File: src/rtl/siso_shift_sequencer_pkg.sv
// rtl/siso_shift_sequencer_pkg.sv - shared state encodings, default sizes and counter sizing helper
package siso_shift_sequencer_pkg;

    typedef enum logic [1:0] {
        ST_IDLE  = 2'd0,
        ST_SHIFT = 2'd1,
        ST_FLUSH = 2'd2
    } state_e;

    localparam int DEF_DATA_W = 8;
    localparam int DEF_DEPTH  = 4;
    localparam int DEF_DIV_W  = 8;

    // Bits needed to count 0..max_count-1, never less than one.
    function automatic int cnt_width(input int max_count);
        return (max_count > 1) ? $clog2(max_count) : 1;
    endfunction

endpackage

File: src/rtl/siso_delay_line.sv
// rtl/siso_delay_line.sv - enable-gated SISO chain carrying a data bit and its valid tag
module siso_delay_line #(
    parameter int DEPTH = 4
) (
    input  logic clk,
    input  logic clr_n,
    input  logic en,
    input  logic in_bit,
    input  logic in_tag,
    output logic out_bit,
    output logic out_tag
);

    logic [DEPTH-1:0] bit_q, bit_d;
    logic [DEPTH-1:0] tag_q, tag_d;

    always_comb begin
        bit_d = bit_q;
        tag_d = tag_q;
        if (en) begin
            for (int i = DEPTH - 1; i > 0; i--) begin
                bit_d[i] = bit_q[i-1];
                tag_d[i] = tag_q[i-1];
            end
            bit_d[0] = in_bit;
            tag_d[0] = in_tag;
        end
    end

    always_ff @(posedge clk or negedge clr_n) begin
        if (!clr_n) begin
            bit_q <= '0;
            tag_q <= '0;
        end else begin
            bit_q <= bit_d;
            tag_q <= tag_d;
        end
    end

    assign out_bit = bit_q[DEPTH-1];
    assign out_tag = tag_q[DEPTH-1];

endmodule

File: src/rtl/siso_shift_sequencer.sv
// rtl/siso_shift_sequencer.sv - frame FSM, bit-rate divider and bit counter driving the SISO delay line
module siso_shift_sequencer
    import siso_shift_sequencer_pkg::*;
#(
    parameter int DATA_W = DEF_DATA_W,
    parameter int DEPTH  = DEF_DEPTH,
    parameter int DIV_W  = DEF_DIV_W
) (
    input  logic              clk,
    input  logic              rst,
    input  logic [DIV_W-1:0]  cfg_div,
    input  logic              cfg_msb_first,
    input  logic              s_valid,
    output logic              s_ready,
    input  logic [DATA_W-1:0] s_data,
    output logic              sout,
    output logic              sout_valid,
    output logic              busy,
    output logic              done
);

    localparam int CNT_W = cnt_width((DATA_W > DEPTH) ? DATA_W : DEPTH);
    localparam logic [CNT_W-1:0] LAST_BIT   = CNT_W'(DATA_W - 1);
    localparam logic [CNT_W-1:0] LAST_FLUSH = CNT_W'(DEPTH - 1);

    state_e              state_q, state_d;
    logic [DATA_W-1:0]   data_q, data_d;
    logic [DIV_W-1:0]    div_lat_q, div_lat_d;
    logic [DIV_W-1:0]    div_cnt_q, div_cnt_d;
    logic [CNT_W-1:0]    bit_cnt_q, bit_cnt_d;
    logic                msb_q, msb_d;
    logic                done_q, done_d;
    logic                tick;
    logic                push_bit;
    logic                push_tag;

    always_comb begin
        state_d   = state_q;
        data_d    = data_q;
        div_lat_d = div_lat_q;
        div_cnt_d = div_cnt_q;
        bit_cnt_d = bit_cnt_q;
        msb_d     = msb_q;
        done_d    = 1'b0;
        push_bit  = 1'b0;
        push_tag  = 1'b0;
        tick      = (state_q != ST_IDLE) && (div_cnt_q == div_lat_q);

        if (state_q != ST_IDLE) begin
            div_cnt_d = tick ? '0 : div_cnt_q + DIV_W'(1);
        end

        unique case (state_q)
            ST_IDLE: begin
                if (s_valid) begin
                    data_d    = s_data;
                    div_lat_d = cfg_div;
                    msb_d     = cfg_msb_first;
                    div_cnt_d = '0;
                    bit_cnt_d = '0;
                    state_d   = ST_SHIFT;
                end
            end
            ST_SHIFT: begin
                // The latched word is consumed from the end facing the chosen bit order.
                push_bit = msb_q ? data_q[DATA_W-1] : data_q[0];
                push_tag = 1'b1;
                if (tick) begin
                    data_d = msb_q ? (data_q << 1) : (data_q >> 1);
                    if (bit_cnt_q == LAST_BIT) begin
                        bit_cnt_d = '0;
                        state_d   = ST_FLUSH;
                    end else begin
                        bit_cnt_d = bit_cnt_q + CNT_W'(1);
                    end
                end
            end
            ST_FLUSH: begin
                if (tick) begin
                    if (bit_cnt_q == LAST_FLUSH) begin
                        bit_cnt_d = '0;
                        state_d   = ST_IDLE;
                        done_d    = 1'b1;
                    end else begin
                        bit_cnt_d = bit_cnt_q + CNT_W'(1);
                    end
                end
            end
            default: state_d = ST_IDLE;
        endcase
    end

    always_ff @(posedge clk or negedge rst) begin
        if (!rst) begin
            state_q   <= ST_IDLE;
            data_q    <= '0;
            div_lat_q <= '0;
            div_cnt_q <= '0;
            bit_cnt_q <= '0;
            msb_q     <= 1'b0;
            done_q    <= 1'b0;
        end else begin
            state_q   <= state_d;
            data_q    <= data_d;
            div_lat_q <= div_lat_d;
            div_cnt_q <= div_cnt_d;
            bit_cnt_q <= bit_cnt_d;
            msb_q     <= msb_d;
            done_q    <= done_d;
        end
    end

    siso_delay_line #(.DEPTH(DEPTH)) u_line (
        .clk     (clk),
        .clr_n   (rst),
        .en      (tick),
        .in_bit  (push_bit),
        .in_tag  (push_tag),
        .out_bit (sout),
        .out_tag (sout_valid)
    );

    assign s_ready = (state_q == ST_IDLE);
    assign busy    = (state_q != ST_IDLE);
    assign done    = done_q;

endmodule

File: config.mk
export PLATFORM = sky130hd
export DESIGN_NAME = siso_shift_sequencer
export DESIGN_NICKNAME = d
export VERILOG_FILES = /design/src/rtl/siso_shift_sequencer_pkg.sv /design/src/rtl/siso_delay_line.sv /design/src/rtl/siso_shift_sequencer.sv
export SDC_FILE = /design/constraint.sdc
export NUM_CORES = 1
export LEC_CHECK = 0
export ABC_AREA = 1
export BUFFER_PORTS_ARGS = -buffer_cell sky130_fd_sc_hd__clkbuf_2
export CORE_UTILIZATION = 62
export CTS_CLUSTER_DIAMETER = 200
export DETAILED_ROUTE_END_ITERATION = 6
export GPL_ROUTABILITY_DRIVEN = 0
export PLACE_DENSITY = 0.94
export SYNTH_ARGS = -nofsm -noshare
export SYNTH_HDL_FRONTEND = slang
export SYNTH_SLANG_ARGS = --single-unit
File: constraint.sdc
create_clock -name clk -period 4.3 [get_ports clk]
set_input_delay 0.645 -clock clk [delete_from_list [all_inputs] [get_ports clk]]
set_output_delay 0.645 -clock clk [all_outputs]
set_load 0.05 [all_outputs]
==> reports/qor.txt <==
RUN STATUS
---------------------------------------------------------------------------------
Result of the run .................................................. complete, no violations

CLOCK NETWORK
---------------------------------------------------------------------------------
Register clock-pin slew on the reported worst setup and hold paths .      0.12 ns
Post-CTS Setup Inserts .............................................            0
Clk sinks ..........................................................           39
H-tree Lvls ........................................................            2
Clock tree from TritonCTS ..........................................          yes
Clock root buffer ..................................................     clkbuf_4
Hold buffer count at cts ...........................................            0
CTS-repair resized insts ...........................................            0
Clock latency at the later pin of the worst-skew pair ..............      0.34 ns
Total CTS buffers ..................................................            5
Worst-case clock buffer depth ......................................            2

GRT
---------------------------------------------------------------------------------
Vias in the first global route .....................................         1561
Antenna violations before repair ...................................            0
Maximum number of pins on one net before global-route repair .......           40
Total global routing overflow ......................................            0
Wire length of the first global-routing pass .......................      6420 µm
Tot GR Track Use ...................................................        24.5%

SYNTHESIS
---------------------------------------------------------------------------------
Avg Synthesized Cell Area ..........................................     7.96 µm²
Proportion of synthesized chip area in sequential cells ............        47.2%
Netlist area before placement ......................................     2070 µm²
Synth Instances ....................................................          260
Number of synthesized register bits ................................           39
Synthesized net count ..............................................          289
Area share of and/or/nand/nor cells after synthesis ................        27.6%
Number of flops mapped to enable cells by yosys ....................            0
Largest family of logic cells by synthesized area .................. simple AND/OR/NAND/NOR gates
Portion of netlist area occupied by mux cells ......................           0%
Adder-cell share of the synthesized area ...........................        5.44%
Share of the synthesized area in compound gates (AO/OA/AOI/OAI) ....        10.1%
Area share of xor/xnor cells in the synthesized design .............        1.27%
Primary FF master, synth ...........................................      dfrtp_1
YS warnings ........................................................            0
Distinct cell type count after synthesis ...........................           29
Async S/R FF share, synth ..........................................         100%

TIMING
---------------------------------------------------------------------------------
Setup Skew .........................................................   0.00611 ns
Final setup violation count ........................................            0
Worst slew margin relative to its limit ............................        38.3%
Final count of pins violating max slew .............................            0
Final setup TNS ....................................................         0 ns
Peak clock frequency supported by timing ...........................      454 MHz
Crit path time final ...............................................      2.20 ns
Total count of hold-check failures in the final report .............            0
Setup repair after global routing missed its margin ................           no
Final period util ..................................................        51.2%
Slew at the pin closest to its max-slew limit ......................     0.926 ns

CELLS AND AREA
---------------------------------------------------------------------------------
Area added between synthesis and finish ............................        9.31%
Fraction of final layout cells sized beyond drive strength 1 .......        14.6%
Diodes inserted ....................................................            0
Number of nets in the finished design ..............................          315
Core utilization of the finished layout ............................        72.9%
Number of inserted filler cells in the final layout ................          256
Highest-count cells in the layout ignoring fill and taps ........... nand2_1, dfrtp_1, inv_1
Most common cell after layout, fill and taps aside .................      nand2_1

PWR
---------------------------------------------------------------------------------
Power Density ......................................................   616 nW/µm²
Worst-case vdd ir drop .............................................   0.000719 V
Leakage dissipation ................................................      1.20 nW

CRITICAL PATH
---------------------------------------------------------------------------------
Critical Path Source Type ..........................................    flip-flop
Crit path kind ..................................................... flip-flop to output pin
Register-to-Register Path Depth ....................................           10
Largest fanout on the critical path ................................            9
Critical R2R Launch ................................................ state_q[0]$_DFFE_PN0P_
Reg2Reg Capture Point .............................................. bit_cnt_q[2]$_DFFE_PN0P_
Worst endpoint data arrival time ...................................      1.56 ns
Cell with the largest stage delay on the worst path ................      dfrtp_1
Category of the worst setup path capture point .....................   output pin
Cell Chain, Critical Path .......................................... inv_1 -> ha_1 -> inv_2 -> clkbuf_2
Delay of the slowest critical-path stage ...........................      0.42 ns
Setup slack of the most critical reg-to-reg path ...................      2.39 ns
Critical path required time ........................................      3.65 ns

FLOORPLANNING
---------------------------------------------------------------------------------
Height of the die ..................................................      59.8 µm
Row Count ..........................................................           20
Core Footprint .....................................................     3100 µm²
Top-level port count ...............................................           25
Initial standard-cell utilization of the core ......................        66.7%
DIE WIDTH ..........................................................      59.8 µm
Floorplan die area .................................................     3570 µm²

ROUTING
---------------------------------------------------------------------------------
1st-iter DRT viols .................................................          130
Via count of the routed design .....................................         1726
Ratio of routed vias to standard cells .............................         5.21
Wire length after detailed routing .................................      3800 µm
Routed length per placed instance ..................................      11.5 µm
Drt pass-1 iters ...................................................            4
Post-route ant nets ................................................            0
DRC violations left ................................................            0

PLACED DESIGN
---------------------------------------------------------------------------------
Quantity of I/O buffers inserted on ports ..........................           24
DP HPWL ............................................................      2800 µm

JOB
---------------------------------------------------------------------------------
Number of max-cap violations .......................................            0

HOLD PATH
---------------------------------------------------------------------------------
Worst hold-check path type ......................................... input port to async pin

## worst max-delay path, delay by kind of cell, from the launching register on
kind,cells,cell delay (ns)
buffers and inverters,3,0.54
DFF,1,0.42
adders and majority gates,1,0.25
## kinds of logic (layout without fill, tap and decap cells)
logic type,after synthesis,count (layout)
compound gates,34,34
xor+xnor,3,3
fa+ha+maj,9,9
buf+inv,42,69
flops,39,39
simple gates,133,133
## where the power goes
| group | total [W] | internal [W] | switching, W |
|---|---|---|---|
| registers | 0.000569 | 0.000486 | 0.0000831 |
| logic | 0.000641 | 0.000208 | 0.000433 |
| clock network | 0.000184 | 0.0000631 | 0.000120 |
| total | 0.00139 | 0.000757 | 0.000636 |
## layout make-up
class	count	area, µm²	area share, %
Clock buffer	6	41.3	1.83
Clock inverter	2	12.5	0.553
Inverter	37	139	6.14
Multi-Input combinational cell	179	918	40.6
Sequential cell	39	976	43.1
Tap cell	44	55.1	2.43
Timing Repair Buffer	24	120	5.31
## sequential cells by signal (all words and copies together), names as in the netlist
name          flops
done              1
div_lat_q         8
data_q            8
msb_q             1
u_line.tag_q      4
div_cnt_q         8
bit_cnt_q         3
u_line.bit_q      4
state_q           2
## metrics by stage
step	instance area, µm²	worst slack [ns]	cells	total power, W	hold slack [ns]
6_report	2260	2.10	331	0.00139	0.414
3_5_place_dp	2210	2.42	323	0.00121	0.454
4_1_cts	2260	2.09	331	0.00140	0.453
2_1_floorplan	2070	2.11	260	0.00108	0.349
5_1_grt	2260	2.00	331	0.00152	0.480
3_3_place_gp	2210	2.51	323	0.00119	0.452
## per-layer routing
metal  up-vias  track usage, %  part of all wire [%]
li1        875               -                     -
met1       801            31.6                    47
met2        43            40.3                    47
met3         7            6.49                   4.5
met4         0            7.64                   1.4
met5         -               0                     0
## Yosys cell counts (2+ instances only)
cell,count,area share (%)
nand2_1,89,16
dfrtp_1,39,47
inv_1,34,6.2
o21ai_0,22,5.3
nand3_1,14,3.4
nor2_1,14,2.5
ha_1,9,5.4
nand4_1,4,1.2
o221ai_1,4,1.7
inv_2,3,0.54
nor3b_1,3,1.1
xor2_1,3,1.3
a21oi_1,2,0.48
buf_6,2,1.1
nand3_2,2,0.97
nor2_2,2,0.60
nor3_1,2,0.48
## worst max path at each step
stage                                    end  slack (ns)                   start
global route                            busy        2.00  state_q[0]$_DFFE_PN0P_
CTS                                     busy        2.09  state_q[0]$_DFFE_PN0P_
global placement    bit_cnt_q[1]$_DFFE_PN0P_        2.51  state_q[0]$_DFFE_PN0P_
finish                                  busy        2.10  state_q[0]$_DFFE_PN0P_
detailed placement  bit_cnt_q[2]$_DFFE_PN0P_        2.42  state_q[0]$_DFFE_PN0P_
floorplan              data_q[2]$_DFFE_PN0P_        2.11  state_q[0]$_DFFE_PN0P_
No activity file was read; power rests on OpenSTA's default activity.
